$ cat src/rtl/uart_pkg.sv
// Shared definitions for the parametrised UART transmit controller:
// FSM state encoding, line-mux select codes and the data-width legality check.
`ifndef UART_PKG_SV
`define UART_PKG_SV

// True when a data width is one the controller supports (5..9 bits).
`define UART_DATA_WIDTH_LEGAL(dw) (((dw) >= 5) && ((dw) <= 9))

package uart_pkg;

  // Binary-encoded controller states; encodings 6 and 7 are unused.
  typedef enum logic [2:0] {
    IDLE   = 3'd0,
    START  = 3'd1,
    DATA   = 3'd2,
    PARITY = 3'd3,
    STOP_1 = 3'd4,
    STOP_2 = 3'd5
  } uart_state_e;

  // Line mux select codes.
  localparam logic [1:0] SEL_IDLE  = 2'b00;
  localparam logic [1:0] SEL_START = 2'b01;
  localparam logic [1:0] SEL_DATA  = 2'b10;
  localparam logic [1:0] SEL_PAR   = 2'b11;

  // Line mux select driven while in a given state; unused codes show idle.
  function automatic logic [1:0] sel_of(uart_state_e st);
    case (st)
      START:   return SEL_START;
      DATA:    return SEL_DATA;
      PARITY:  return SEL_PAR;
      default: return SEL_IDLE;
    endcase
  endfunction

endpackage

`endif

$ cat src/rtl/uart_tx_ctrl_param_bit_cnt.sv
// Data-bit counter for the UART transmit controller. Counts 0..DATA_WIDTH-1,
// wraps to 0 after the last bit and flags the last bit with LAST.
module uart_bit_cnt
  import uart_pkg::*;
#(
  parameter int DATA_WIDTH = 8,
  parameter int CNT_W      = $clog2(DATA_WIDTH)
) (
  input  logic             CLK,
  input  logic             RST,
  input  logic             CLR,
  input  logic             EN,
  output logic [CNT_W-1:0] CNT,
  output logic             LAST
);

  localparam logic [CNT_W-1:0] LAST_VAL = CNT_W'(DATA_WIDTH - 1);

  assign LAST = (CNT == LAST_VAL);

  // Clear on reset or frame start, advance once per shifted bit, wrap after the last.
  always_ff @(posedge CLK) begin
    if (RST || CLR) begin
      CNT <= '0;
    end else if (EN) begin
      CNT <= LAST ? '0 : CNT + 1'b1;
    end
  end

endmodule

$ cat src/rtl/uart_tx_ctrl_param.sv
// Parametrised UART transmit control FSM: sequences start, DATA_WIDTH data
// bits, optional parity and one or two stop bits on an external baud TICK.
// Optional feature macro UART_TX_B2B_EN: when defined, a new request seen on
// the final stop TICK starts the next frame immediately with no idle cycle.
module uart_tx_ctrl_param
  import uart_pkg::*;
#(
  parameter int DATA_WIDTH = 8,
  parameter int CNT_W      = $clog2(DATA_WIDTH)
) (
  input  logic       CLK,
  input  logic       RST,
  input  logic       TICK,
  input  logic       DATA_VALID,
  input  logic       PAR_EN,
  input  logic       STOP2,
  output logic       LOAD,
  output logic       SHIFT,
  output logic [1:0] SEL,
  output logic       BUSY,
  output logic       DONE
);

  if (!`UART_DATA_WIDTH_LEGAL(DATA_WIDTH)) begin : g_width_check
    $error("uart_tx_ctrl_param: DATA_WIDTH must be in 5..9");
  end

  uart_state_e      state;
  uart_state_e      state_nxt;
  logic             par_en_q;
  logic             stop2_q;
  logic             done_q;
  logic [1:0]       sel_q;
  logic             busy_q;
  logic [CNT_W-1:0] bit_cnt;
  logic             cnt_last;
  logic             accept;
  logic             final_stop;
  logic             frame_end;
  logic             b2b_load;

  assign accept     = (state == IDLE) && DATA_VALID;
  assign final_stop = (state == STOP_2) || ((state == STOP_1) && !stop2_q);
  assign frame_end  = final_stop && TICK;

`ifdef UART_TX_B2B_EN
  assign b2b_load = frame_end && DATA_VALID;
`else
  assign b2b_load = 1'b0;
`endif

  // LOAD and SHIFT are combinational so the serializer acts on the same edge
  // the FSM moves; DONE also pulses combinationally on a back-to-back reload.
  assign LOAD  = accept || b2b_load;
  assign SHIFT = (state == DATA) && TICK;
  assign SEL   = sel_q;
  assign BUSY  = busy_q;
  assign DONE  = done_q || b2b_load;

  uart_bit_cnt #(
    .DATA_WIDTH (DATA_WIDTH),
    .CNT_W      (CNT_W)
  ) u_cnt (
    .CLK  (CLK),
    .RST  (RST),
    .CLR  (LOAD),
    .EN   (SHIFT),
    .CNT  (bit_cnt),
    .LAST (cnt_last)
  );

  // Next-state logic: IDLE reacts to requests at once, all others wait for TICK.
  always_comb begin
    state_nxt = state;
    case (state)
      IDLE:    if (DATA_VALID) state_nxt = START;
      START:   if (TICK) state_nxt = DATA;
      DATA:    if (TICK && cnt_last) state_nxt = par_en_q ? PARITY : STOP_1;
      PARITY:  if (TICK) state_nxt = STOP_1;
      STOP_1:  if (TICK) state_nxt = stop2_q ? STOP_2 : IDLE;
      STOP_2:  if (TICK) state_nxt = IDLE;
      default: state_nxt = IDLE;
    endcase
    if (b2b_load) begin
      state_nxt = START;
    end
  end

  // State, registered Moore outputs, end-of-frame pulse and per-frame options.
  always_ff @(posedge CLK) begin
    if (RST) begin
      state    <= IDLE;
      sel_q    <= SEL_IDLE;
      busy_q   <= 1'b0;
      done_q   <= 1'b0;
      par_en_q <= 1'b0;
      stop2_q  <= 1'b0;
    end else begin
      state  <= state_nxt;
      sel_q  <= sel_of(state_nxt);
      busy_q <= (state_nxt != IDLE);
      done_q <= frame_end && !b2b_load;
      if (LOAD) begin
        par_en_q <= PAR_EN;
        stop2_q  <= STOP2;
      end
    end
  end

endmodule

$ cat config.mk
export PLATFORM = sky130hd
export DESIGN_NAME = uart_tx_ctrl_param
export DESIGN_NICKNAME = d
export VERILOG_FILES = /design/src/rtl/uart_pkg.sv /design/src/rtl/uart_tx_ctrl_param_bit_cnt.sv /design/src/rtl/uart_tx_ctrl_param.sv
export SDC_FILE = /design/constraint.sdc
export NUM_CORES = 1
export LEC_CHECK = 0
export BUFFER_PORTS_ARGS = -buffer_cell sky130_fd_sc_hd__buf_2
export CORE_AREA = 2 2 39 41
export DETAILED_ROUTE_END_ITERATION = 8
export DIE_AREA = 0 0 41 43
export PLACE_DENSITY = 0.8
export RECOVER_POWER = 100
export SETUP_SLACK_MARGIN = 0.4
export SYNTH_ARGS = -nofsm -noshare
export SYNTH_HDL_FRONTEND = slang
export SYNTH_SLANG_ARGS = --single-unit
$ cat constraint.sdc
create_clock -name CLK -period 2.1 [get_ports CLK]
set_input_delay 0.315 -clock CLK [delete_from_list [all_inputs] [get_ports CLK]]
set_output_delay 0.315 -clock CLK [all_outputs]
set_load 0.1 [all_outputs]
; ---- Word level (Yosys, flattened, before mapping)
; Index checks and enable logic that the tools add are counted.
[word_totals]
wordCells = 38
regBits = 12
[op_classes]
eq_ne = 9
add_sub_neg = 1
n_reduce_logical = 10
muxes = 11
[op_table]
columns = cell, n
row1 = 3-bit two-way mux, 9
row2 = 3-bit one-hot mux with 6 select lines, 1
row3 = "3-bit by 2-bit equality test with 1-bit output, second input constant", 4
row4 = "3-bit equality test, second input constant", 3
row5 = "3-bit by 1-bit equality test with 1-bit output, second input constant", 2
row6 = 2-bit one-hot mux with 3 select lines, 1
row7 = 1-bit logical AND, 5
row8 = "3-bit by 1-bit adder with 3-bit output, second input constant", 1
row9 = 3-bit zero test, 1
row10 = 3-bit nonzero test, 1
row11 = 1-bit logical OR, 2
row12 = 1-bit zero test, 1

; ---- Longest topological paths before layout
; Gate-level depths: netlist of the first run.
[logic_depth]
ltp_word = 6
ltp_mapped = 6
ltp_nobuf = 6

; ---- Cells and area by module
; From an unflattened synthesis of the first run, not the netlist that was laid out.
[hier_totals]
cells_unflattened = 54
area_unflattened_um2 = 566.8
[by_module_without_submodules]
columns = mod, cells_each, instances, seq_area_each_um2, area_each_um2
row1 = uart_tx_ctrl_param, 42, 1, 180.2, 424.2
row2 = uart_bit_cnt, 12, 1, 60.1, 142.6

; ---- Worst setup path before layout of the first run
; No wires, ideal clock.
[synth_path]
path_type = flip-flop to flip-flop
startpoint = register state[2]
endpoint = register sel_q[0] (netlist: SEL[0])
slack_ps = -220
t_arrival_ps = 2231
path_stages_with_launch = 5
synth_period_minus_slack_ps = 2320
setup_time_ps = 89
required_time_ps = 2011
path_cell_list = dfxtp_1 -> buf_6 -> nor4b_4 -> o41ai_4 -> a311oi_2
[synth_between]
elab_chain_len = 4
[synth_lines]
columns = element, line
row1 = start: declaration, uart_tx_ctrl_param.sv:28  ; uart_state_e state;
row2 = start signal: assignment, uart_tx_ctrl_param.sv:99  ; state <= state_nxt;
row3 = "3-bit equality test, or another cell as far along", uart_tx_ctrl_param.sv:75  ; case (state)
row4 = 3-bit one-hot mux with 6 select lines *, uart_tx_ctrl_param.sv:75
row5 = 3-bit by 2-bit equality test with 1-bit output / 3-bit by 1-bit equality test with 1-bit output (equally long branches), uart_pkg.sv:29  ; case (st)
row6 = 2-bit one-hot mux with 3 select lines *, uart_pkg.sv:29
row7 = end signal: assignment, uart_tx_ctrl_param.sv:100  ; sel_q <= sel_of(state_nxt);
row8 = end: declaration, uart_tx_ctrl_param.sv:33  ; logic [1:0] sel_q;
; Mark *: on every way between the ends. The rest lies on a longest branch, timed or not.
; A chain may end at the register's enable or synchronous reset.

; ---- Final worst setup path of the first run
[layout_path]
startpoint = register state[0]
endpoint = output LOAD
[layout_between]
elab_chain_len = 2
[layout_lines]
columns = element, line
row1 = 3-bit zero test, uart_tx_ctrl_param.sv:42  ; assign accept = (state == IDLE) && DATA_VALID;
row2 = 1-bit logical AND, uart_tx_ctrl_param.sv:42
row3 = end: declaration, uart_tx_ctrl_param.sv:17  ; output logic LOAD,
; No other way between the ends.

==> run summary, run 1 <==
Top-count cell post-synth: dfxtp_1
Post-DRT Antenna Nets: 0
Routed len/inst: 11.5 um
Port buffer count: 11
Cell Area, Synth: 617 um^2
Fin crit share: 0.858
Iteration-0 DRC Markers: 11
Leakage: 0.299 nW
Synth Area in Compound Gates: 0.130
Synth cell types: 24
Syn_nets: 67
Worst endpoint required time: 1.78 ns
Antenna violations before repair: 0
Min cycle time layout: 1.80 ns
FMAX: 555 MHz
Area leader, netlist: dfxtp_1
CTS tree: done
Max_cap viols: 0
Drt first pass iters: 4
Post-DR vias/cell: 5.22
Crit-path max FO: 7
Chip Height: 43 um
Largest net degree at the start of global routing: 11
Final Instance Area: 732 um^2
CTS clock-pin slew for the worst setup and hold paths: 0.09 ns
Share of layout cells above drive strength 1: 0.253
Post-synthesis mux area share: 0.0649
Fin. Hold Viols: 0
Max-slew violation count: 0
CP Buf/Inv Count: 1
WP data arrival: 1.49 ns
Cell breakdown of the critical path: nor4b_2, buf_12
Pwr dens: 814 mW/mm^2
Synth top area cells: dfxtp_1 39%, mux2i_1 6.5%, buf_6 5.5%, o41ai_4 4.5%, nor2_1 4.3%
Synthesis Warnings: 0
Crit. End Element: output port
Status: finished clean
Clock skew: 0.0116 ns
RSZ-0062 raised after global routing: true
Worst Setup Start Kind: flop
I/O pins: 12
Mapped Cells: 59
Seq/Total Area, Yosys: 0.389
Async SR Flop Fraction: 0
Die footprint: 0.00176 mm^2
Synth top area share: 0.389
Total track usage: 0.134
Slew HR: 0.222
Post-Synth Simple-Gate Area: 0.290
Die X: 41 um
GR Overflow Total: 0
DP Area: 696 um^2
# rows: 14
# diodes: 0
Post-synthesis xor/xnor area fraction: 0
Synthesized area per cell: 10.5 um^2
Clock Tree Buf Depth: 2
Worst skew pair latency: 0.28 ns
Clock Sinks: 12
DPL Wire Length: 795 um
Post-route setup slack: 0.298 ns
CP delay by family, top: simple AND/OR/NAND/NOR gates
Max incr delay on CP: 0.55 ns
CTS Buf Count: 3
HP Class: primary input to flop
Crit-path slowest cell: nor4b_2
Post-synth EDFFs: 0
Cts hold-fix bufs: 0
Global placement routability congestion: 0.742
Top FF cell, synth: dfxtp_1
Main combinational cell family by area after synthesis: simple AND/OR/NAND/NOR gates
Adder-cell share of the synthesized area: 0.0406
Initial Util: 0.446
Vias in the first global route: 390
Critical path type: flop to output port
Drt drc: 0
First-pass GRT wire length: 1590 um
# nets final: 84
Peak supply drop: 0.000485 V
Area growth, synth to finish: 18.7%
Clock root buffer: clkbuf_4
Core area: 0.00138 mm^2
#FFs+latches synth: 12
Worst slack, placed: 0.510 ns
Total power: 0.596 mW
Most frequent cells after synthesis: 12 x dfxtp_1, 7 x nor2_1, 4 x mux2i_1
H-tree depth: 1
Vias: 475
Setup-failing EPs final: 0
Routed WL: 1040 um
Least-Margin Pin Slew: 1.17 ns
## final timing paths
kind / slack [ns] / startpoint / end / depth (start not counted)
setup reg to reg: 0.47 / state[0] / par_en_q / 4
hold / removal: 0.28 / PAR_EN / par_en_q / 3
hold reg to reg: 0.51 / state[1] / DONE / 1
setup / recovery: 0.30 / state[0] / LOAD / 2
## layout by cell type, fill, tap and decap left out, types with 2 or more instances in the layout
| master | synthesis | routed |
|---|---|---|
| nand4b_1 | 2 | 2 |
| clkbuf_4 | 0 | 3 |
| nand2_1 | 2 | 2 |
| nor2_1 | 7 | 7 |
| dfxtp_4 | 0 | 2 |
| buf_4 | 1 | 2 |
| inv_1 | 3 | 3 |
| nor2b_1 | 2 | 2 |
| buf_12 | 0 | 2 |
| dfxtp_1 | 12 | 10 |
| a21oi_1 | 3 | 3 |
| buf_2 | 0 | 5 |
| clkbuf_1 | 0 | 7 |
| mux2i_1 | 4 | 4 |
| ha_1 | 2 | 2 |
| nor3_1 | 3 | 3 |
| nand3_1 | 2 | 2 |
| o21ai_0 | 0 | 2 |
## through the flow
stage / hold WS, ns / cells / TNS, ns / utilization
global route: 0.301 / 91 / 0 / 0.529
detailed placement: 0.525 / 84 / 0 / 0.503
finish: 0.283 / 91 / 0 / 0.529
CTS: 0.284 / 89 / 0 / 0.538
floorplan: 0.454 / 59 / -0.351 / -
global placement: 0.528 / 84 / 0 / 0.503
## layer usage
layer | part of all wire | GRT usage | wire (um)
met5 | 0 | 0 | 0
met4 | 0.013 | 0.0800 | 14
met3 | 0.035 | 0.0314 | 37
met2 | 0.46 | 0.203 | 482
met1 | 0.49 | 0.162 | 511
## where the power goes
| group | leakage (nW) | internal, mW | total (mW) | switching [mW] |
|---|---|---|---|---|
| Sequential | 0.0996 | 0.241 | 0.255 | 0.0142 |
| Clock | 0.0210 | 0.105 | 0.185 | 0.0797 |
| Combinational | 0.178 | 0.0431 | 0.156 | 0.113 |
| Total | 0.299 | 0.390 | 0.596 | 0.206 |
## kinds of logic (layout without fill, tap and decap cells)
family / count (synthesis) / after routing
buffers and inverters: 7 / 23
adders and majority gates: 2 / 2
AOI/OAI and AO/OA: 9 / 9
muxes: 4 / 4
DFF: 12 / 12
and+or+nand+nor: 25 / 25
## worst min-delay path: cells and delay by family
| kind | cells | cell delay [ns] |
|---|---|---|
| simple gates | 1 | 0.07 |
| buf+inv | 1 | 0.07 |
| mux | 1 | 0.05 |
## cell type report
class	instances	area (um^2)
fill	124	652
clock buffer	4	36.3
multi-input combinational	40	310
timing repair buffer	16	106
tap	16	20.0
sequential	12	248
inverter	3	11.3
## what timing repair did
| item | in CTS | in global routing |
|---|---|---|
| endpoints found under the setup margin | 2 | 2 |
| pin swaps | 0 | 2 |
| resized for setup | 3 | 2 |
| buffers inserted | 1 | 2 |
## flip-flops by register name, summed over array words and instances, names as in the netlist
name,count
u_cnt.CNT,3
SEL,2
par_en_q,1
DONE,1
stop2_q,1
state,3
BUSY,1
Power figures use the tool's default switching activity.
==> run 2, diff against run 1 <==
==> constraint.sdc (replaced) <==
create_clock -name CLK -period 2 [get_ports CLK]
set_input_delay 0.3 -clock CLK [delete_from_list [all_inputs] [get_ports CLK]]
set_output_delay 0.3 -clock CLK [all_outputs]
set_load 0.1 [all_outputs]
==> run 2 against run 1 <==
Register-to-register slack worse by 0.03 ns. Sequential cell count stayed put. Total power down 2.2%. Worst hold slack worse by 0.020 ns. Core utilization increased by 0.27 points. Design area grew 0.51%. Largest cell class unchanged.
==> run summary, run 2 (synthesis gave the netlist of run 1 again) <==
Slew HR: 0.225
CTS tree: done
Total power: 0.583 mW
# diodes: 0
Post-DRT Antenna Nets: 0
Pwr dens: 792 mW/mm^2
Vias in the first global route: 427
Max_cap viols: 0
Least-Margin Pin Slew: 1.17 ns
Area growth, synth to finish: 19.3%
Setup-failing EPs final: 0
Die footprint: 0.00176 mm^2
Largest net degree at the start of global routing: 10
Chip Height: 43 um
# fillers: 133
CP delay by family, top: buffers and inverters
Iteration-0 DRC Markers: 15
FMAX: 577 MHz
CP Buf/Inv Count: 1
Drt drc: 0
HP Class: primary input to flop
CTS clock-pin slew for the worst setup and hold paths: 0.07 ns
Total track usage: 0.147
Initial Util: 0.446
First-pass GRT wire length: 1740 um
Routed len/inst: 11.4 um
Fin. Hold Viols: 0
Worst Setup Start Kind: flop
# rows: 14
Antenna violations before repair: 0
Drt first pass iters: 4
Most frequent cells in the layout: 10 x dfxtp_1, 8 x clkbuf_1, 7 x nor2_1, 5 x buf_2
Routed WL: 1060 um
Post-DR vias/cell: 5.18
Fin crit share: 0.867
Worst skew pair latency: 0.27 ns
Worst endpoint required time: 1.70 ns
Most common cell after layout, fill and taps aside: dfxtp_1
Core area: 0.00138 mm^2
Reg2Reg Setup Slack: 0.44 ns
Leakage: 0.305 nW
H-tree depth: 1
Max incr delay on CP: 0.86 ns
DP Area: 696 um^2
Max-slew violation count: 0
Status: finished clean
Min cycle time layout: 1.73 ns
CTS Buf Count: 3
Clock Tree Buf Depth: 2
Final Instance Area: 736 um^2
Crit. End Element: output port
RSZ-0062 raised after global routing: true
Share of layout cells above drive strength 1: 0.260
Crit-path max FO: 1
Clock Sinks: 12
WP data arrival: 1.43 ns
Global placement routability congestion: 0.710
Crit-path slowest cell: clkbuf_1
Clock skew: 0.00299 ns
DPL Wire Length: 753 um
Critical path type: flop to output port
Peak supply drop: 0.000325 V
# nets final: 87
GR Overflow Total: 0
Die X: 41 um
TNS Setup: 0 ns
Port buffer count: 11
Clock root buffer: clkbuf_4
Vias: 482
Cell breakdown of the critical path: clkbuf_1
I/O pins: 12
[run 2: cell count changes in the layout (fill, tap and decap cells not counted)]
cell	change
clkbuf_1	+1
nor4bb_4	-1
clkbuf_8	-1
nor4b_4	+1
nor4b_2	-1
nor4bb_1	+1
buf_4	+2
and3_1	-1
and3_4	+1
[run 2: power breakdown]
| part | internal, mW | switching, mW |
|---|---|---|
| Clock | 0.0696 | 0.0710 |
| Sequential | 0.253 | 0.0105 |
| Combinational | 0.0537 | 0.125 |
| Total | 0.377 | 0.206 |
[run 2: path summary, 6_finish.rpt]
path | cells past startpoint | from | end
worst min register to register | 2 | u_cnt.CNT[2] | u_cnt.CNT[2]
worst min-delay path | 3 | STOP2 | stop2_q
worst max register to register | 6 | u_cnt.CNT[0] | SEL[0]
worst max-delay path | 1 | BUSY | BUSY
[run 2: final cells by class]
type / count / area (um^2) / area share
clock buffer: 3 / 22.5 / 0.0306
inverter: 3 / 11.3 / 0.0153
multi-input combinational: 40 / 309 / 0.420
sequential: 12 / 248 / 0.337
tap: 16 / 20.0 / 0.0272
timing repair buffer: 19 / 125 / 0.170
[run 2: metal layers]
| layer | track usage | vias up | part of all wire |
|---|---|---|---|
| met5 | 0 | - | 0 |
| li1 | - | 247 | - |
| met1 | 0.199 | 216 | 0.47 |
| met2 | 0.197 | 16 | 0.47 |
| met3 | 0.0157 | 3 | 0.042 |
| met4 | 0.127 | 0 | 0.016 |
[run 2: through the flow]
stage | setup WS, ns | cells | utilization | hold WS (ns)
after floorplan | -0.245 | 59 | - | 0.439
after global placement | 0.447 | 84 | 0.503 | 0.530
after detailed placement | 0.420 | 84 | 0.503 | 0.533
after CTS | 0.405 | 90 | 0.544 | 0.263
after global routing | 0.212 | 93 | 0.532 | 0.271
final | 0.266 | 93 | 0.532 | 0.263
[run 2: what timing repair did]
action | CTS | global route
hold buffers | 0 | 0
endpoints found under the setup margin | 2 | 5
buffers inserted | 3 | 3
gates resized for setup | 6 | 4
gates cloned | 0 | 0
pin swaps | 0 | 2
==> run 3, diff against run 2 <==
--- a/config.mk
+++ b/config.mk
@@ -9,7 +9,7 @@
 export CORE_AREA = 2 2 39 41
 export DETAILED_ROUTE_END_ITERATION = 8
 export DIE_AREA = 0 0 41 43
-export PLACE_DENSITY = 0.8
+export PLACE_DENSITY = 0.69
 export RECOVER_POWER = 100
 export SETUP_SLACK_MARGIN = 0.4
 export SYNTH_ARGS = -nofsm -noshare
==> run 3 against run 2 <==
Worst hold slack worse by 0.0052 ns. Total power barely moved. Via count is 5.6% higher. Critical endpoint unchanged.
==> run summary, run 3 (synthesis gave the netlist of run 1 again) <==
Status: finished clean
Port buffer count: 11
Cts hold-fix bufs: 0
Fin crit share: 0.868
Max incr delay on CP: 0.86 ns
Post-DR vias/cell: 5.53
Drt drc: 0
Most common cell after layout, fill and taps aside: dfxtp_1
Least-Margin Pin Slew: 1.17 ns
# nets final: 86
Leakage: 0.311 nW
Levels on crit path: 1
Top sig layer: met4
Clock network power share: 0.244
Critical path type: flop to output port
Most frequent cells in the layout: 10 x dfxtp_1, 7 x nor2_1, 5 x buf_2, 5 x clkbuf_1, 5 x buf_4
Routed WL: 1180 um
Max_cap viols: 0
WL met1: 523 um
Worst Setup Start Kind: flop
Initial Util: 0.446
Antenna violations before repair: 0
WL met3: 65 um
Setup-failing EPs final: 0
Area growth, synth to finish: 19.5%
Register share of total power: 0.463
P_int: 0.375 mW
RSZ-0062 raised after global routing: true
FMAX: 576 MHz
HP Class: primary input to flop
DR WL met2: 565 um
Clock Sinks: 12
Critical Path Start: BUSY
Total power: 0.583 mW
Slew HR: 0.226
Peak supply drop: 0.000337 V
Fin. Hold Viols: 0
Die footprint: 0.00176 mm^2
Largest net degree at the start of global routing: 11
Pwr dens: 791 mW/mm^2
Chip Height: 43 um
Vias in the first global route: 445
Crit-path max FO: 1
# diodes: 0
First-pass GRT wire length: 1880 um
Vias: 509
Worst endpoint required time: 1.70 ns
WP data arrival: 1.44 ns
FF-to-FF path depth: 5
Clock Tree Buf Depth: 2
Min cycle time layout: 1.74 ns
# fillers: 141
Crit-path slowest cell: clkbuf_1
Sw Ratio: 0.357
CTS clock-pin slew for the worst setup and hold paths: 0.07 ns
# rows: 14
I/O pins: 12
CP Buf/Inv Count: 1
CTS tree: done
Placed insts: 84
Worst setup path end: BUSY
Share of layout cells above drive strength 1: 0.289
Cell breakdown of the critical path: clkbuf_1
CTS Buf Count: 3
Hold WS: 0.258 ns
Iteration-0 DRC Markers: 5
GR Overflow Total: 0
Drt first pass iters: 4
Global placement routability congestion: 0.725
Reg2Reg Setup Slack: 0.36 ns
Total track usage: 0.159
RR Startpoint: u_cnt.CNT[0]
DPL Wire Length: 874 um
Worst skew pair latency: 0.27 ns
R2r endpoint: BUSY
Clock skew: 0.00495 ns
Switch Pwr: 0.208 mW
Post-DRT Antenna Nets: 0
Die X: 41 um
CP delay by family, top: buffers and inverters
Finished Layout Cells: 92
H-tree depth: 1
Max-slew violation count: 0
Clock root buffer: clkbuf_4
Logic pwr share: 0.292
Routed len/inst: 12.8 um
Crit. End Element: output port
Core area: 0.00138 mm^2
run 3: through the flow:
step / worst slack [ns] / TNS, ns / util / instance area [um^2]
after floorplan: -0.245 / -0.880 / - / 617
after global placement: 0.404 / 0 / 0.503 / 696
after detailed placement: 0.350 / 0 / 0.503 / 696
after CTS: 0.335 / 0 / 0.531 / 734
after global routing: 0.201 / 0 / 0.533 / 737
final: 0.263 / 0 / 0.533 / 737
run 3: area by class of cell:
type,count,area (um^2),share of cell area
Timing Repair Buffer,18,126,0.171
Tap cell,16,20.0,0.0272
Inverter,3,11.3,0.0153
Sequential cell,12,248,0.336
Clock buffer,3,22.5,0.0306
Multi-Input combinational cell,40,309,0.419
run 3: power groups by stage:
stage               Clock [mW]  Combinational, mW  Sequential [mW]
finish                   0.142              0.170            0.270
global route             0.163              0.179            0.272
CTS                      0.148              0.175            0.271
detailed placement           0              0.171            0.276
global placement             0              0.169            0.275
floorplan                    0             0.0860            0.325
run 3: layer usage:
metal	vias to the layer above	GRT usage
li1	245	-
met1	240	0.194
met2	21	0.250
met3	3	0.0471
met4	0	0.0600
met5	-	0
run 3: what timing repair did:
action,4_1_cts,5_1_grt
buffers inserted,1,4
resized for setup,5,5
pin swaps,2,3
endpoints found under the setup margin,3,3
run 3: worst min-delay path by stage:
stage	startpoint	to	slack [ns]	depth (start not counted)
5_1_grt	STOP2	stop2_q	0.27	3
3_3_place_gp	STOP2	stop2_q	0.52	3
4_1_cts	STOP2	stop2_q	0.25	3
2_1_floorplan	STOP2	stop2_q	0.44	2
3_5_place_dp	STOP2	stop2_q	0.54	3
6_report	STOP2	stop2_q	0.26	3
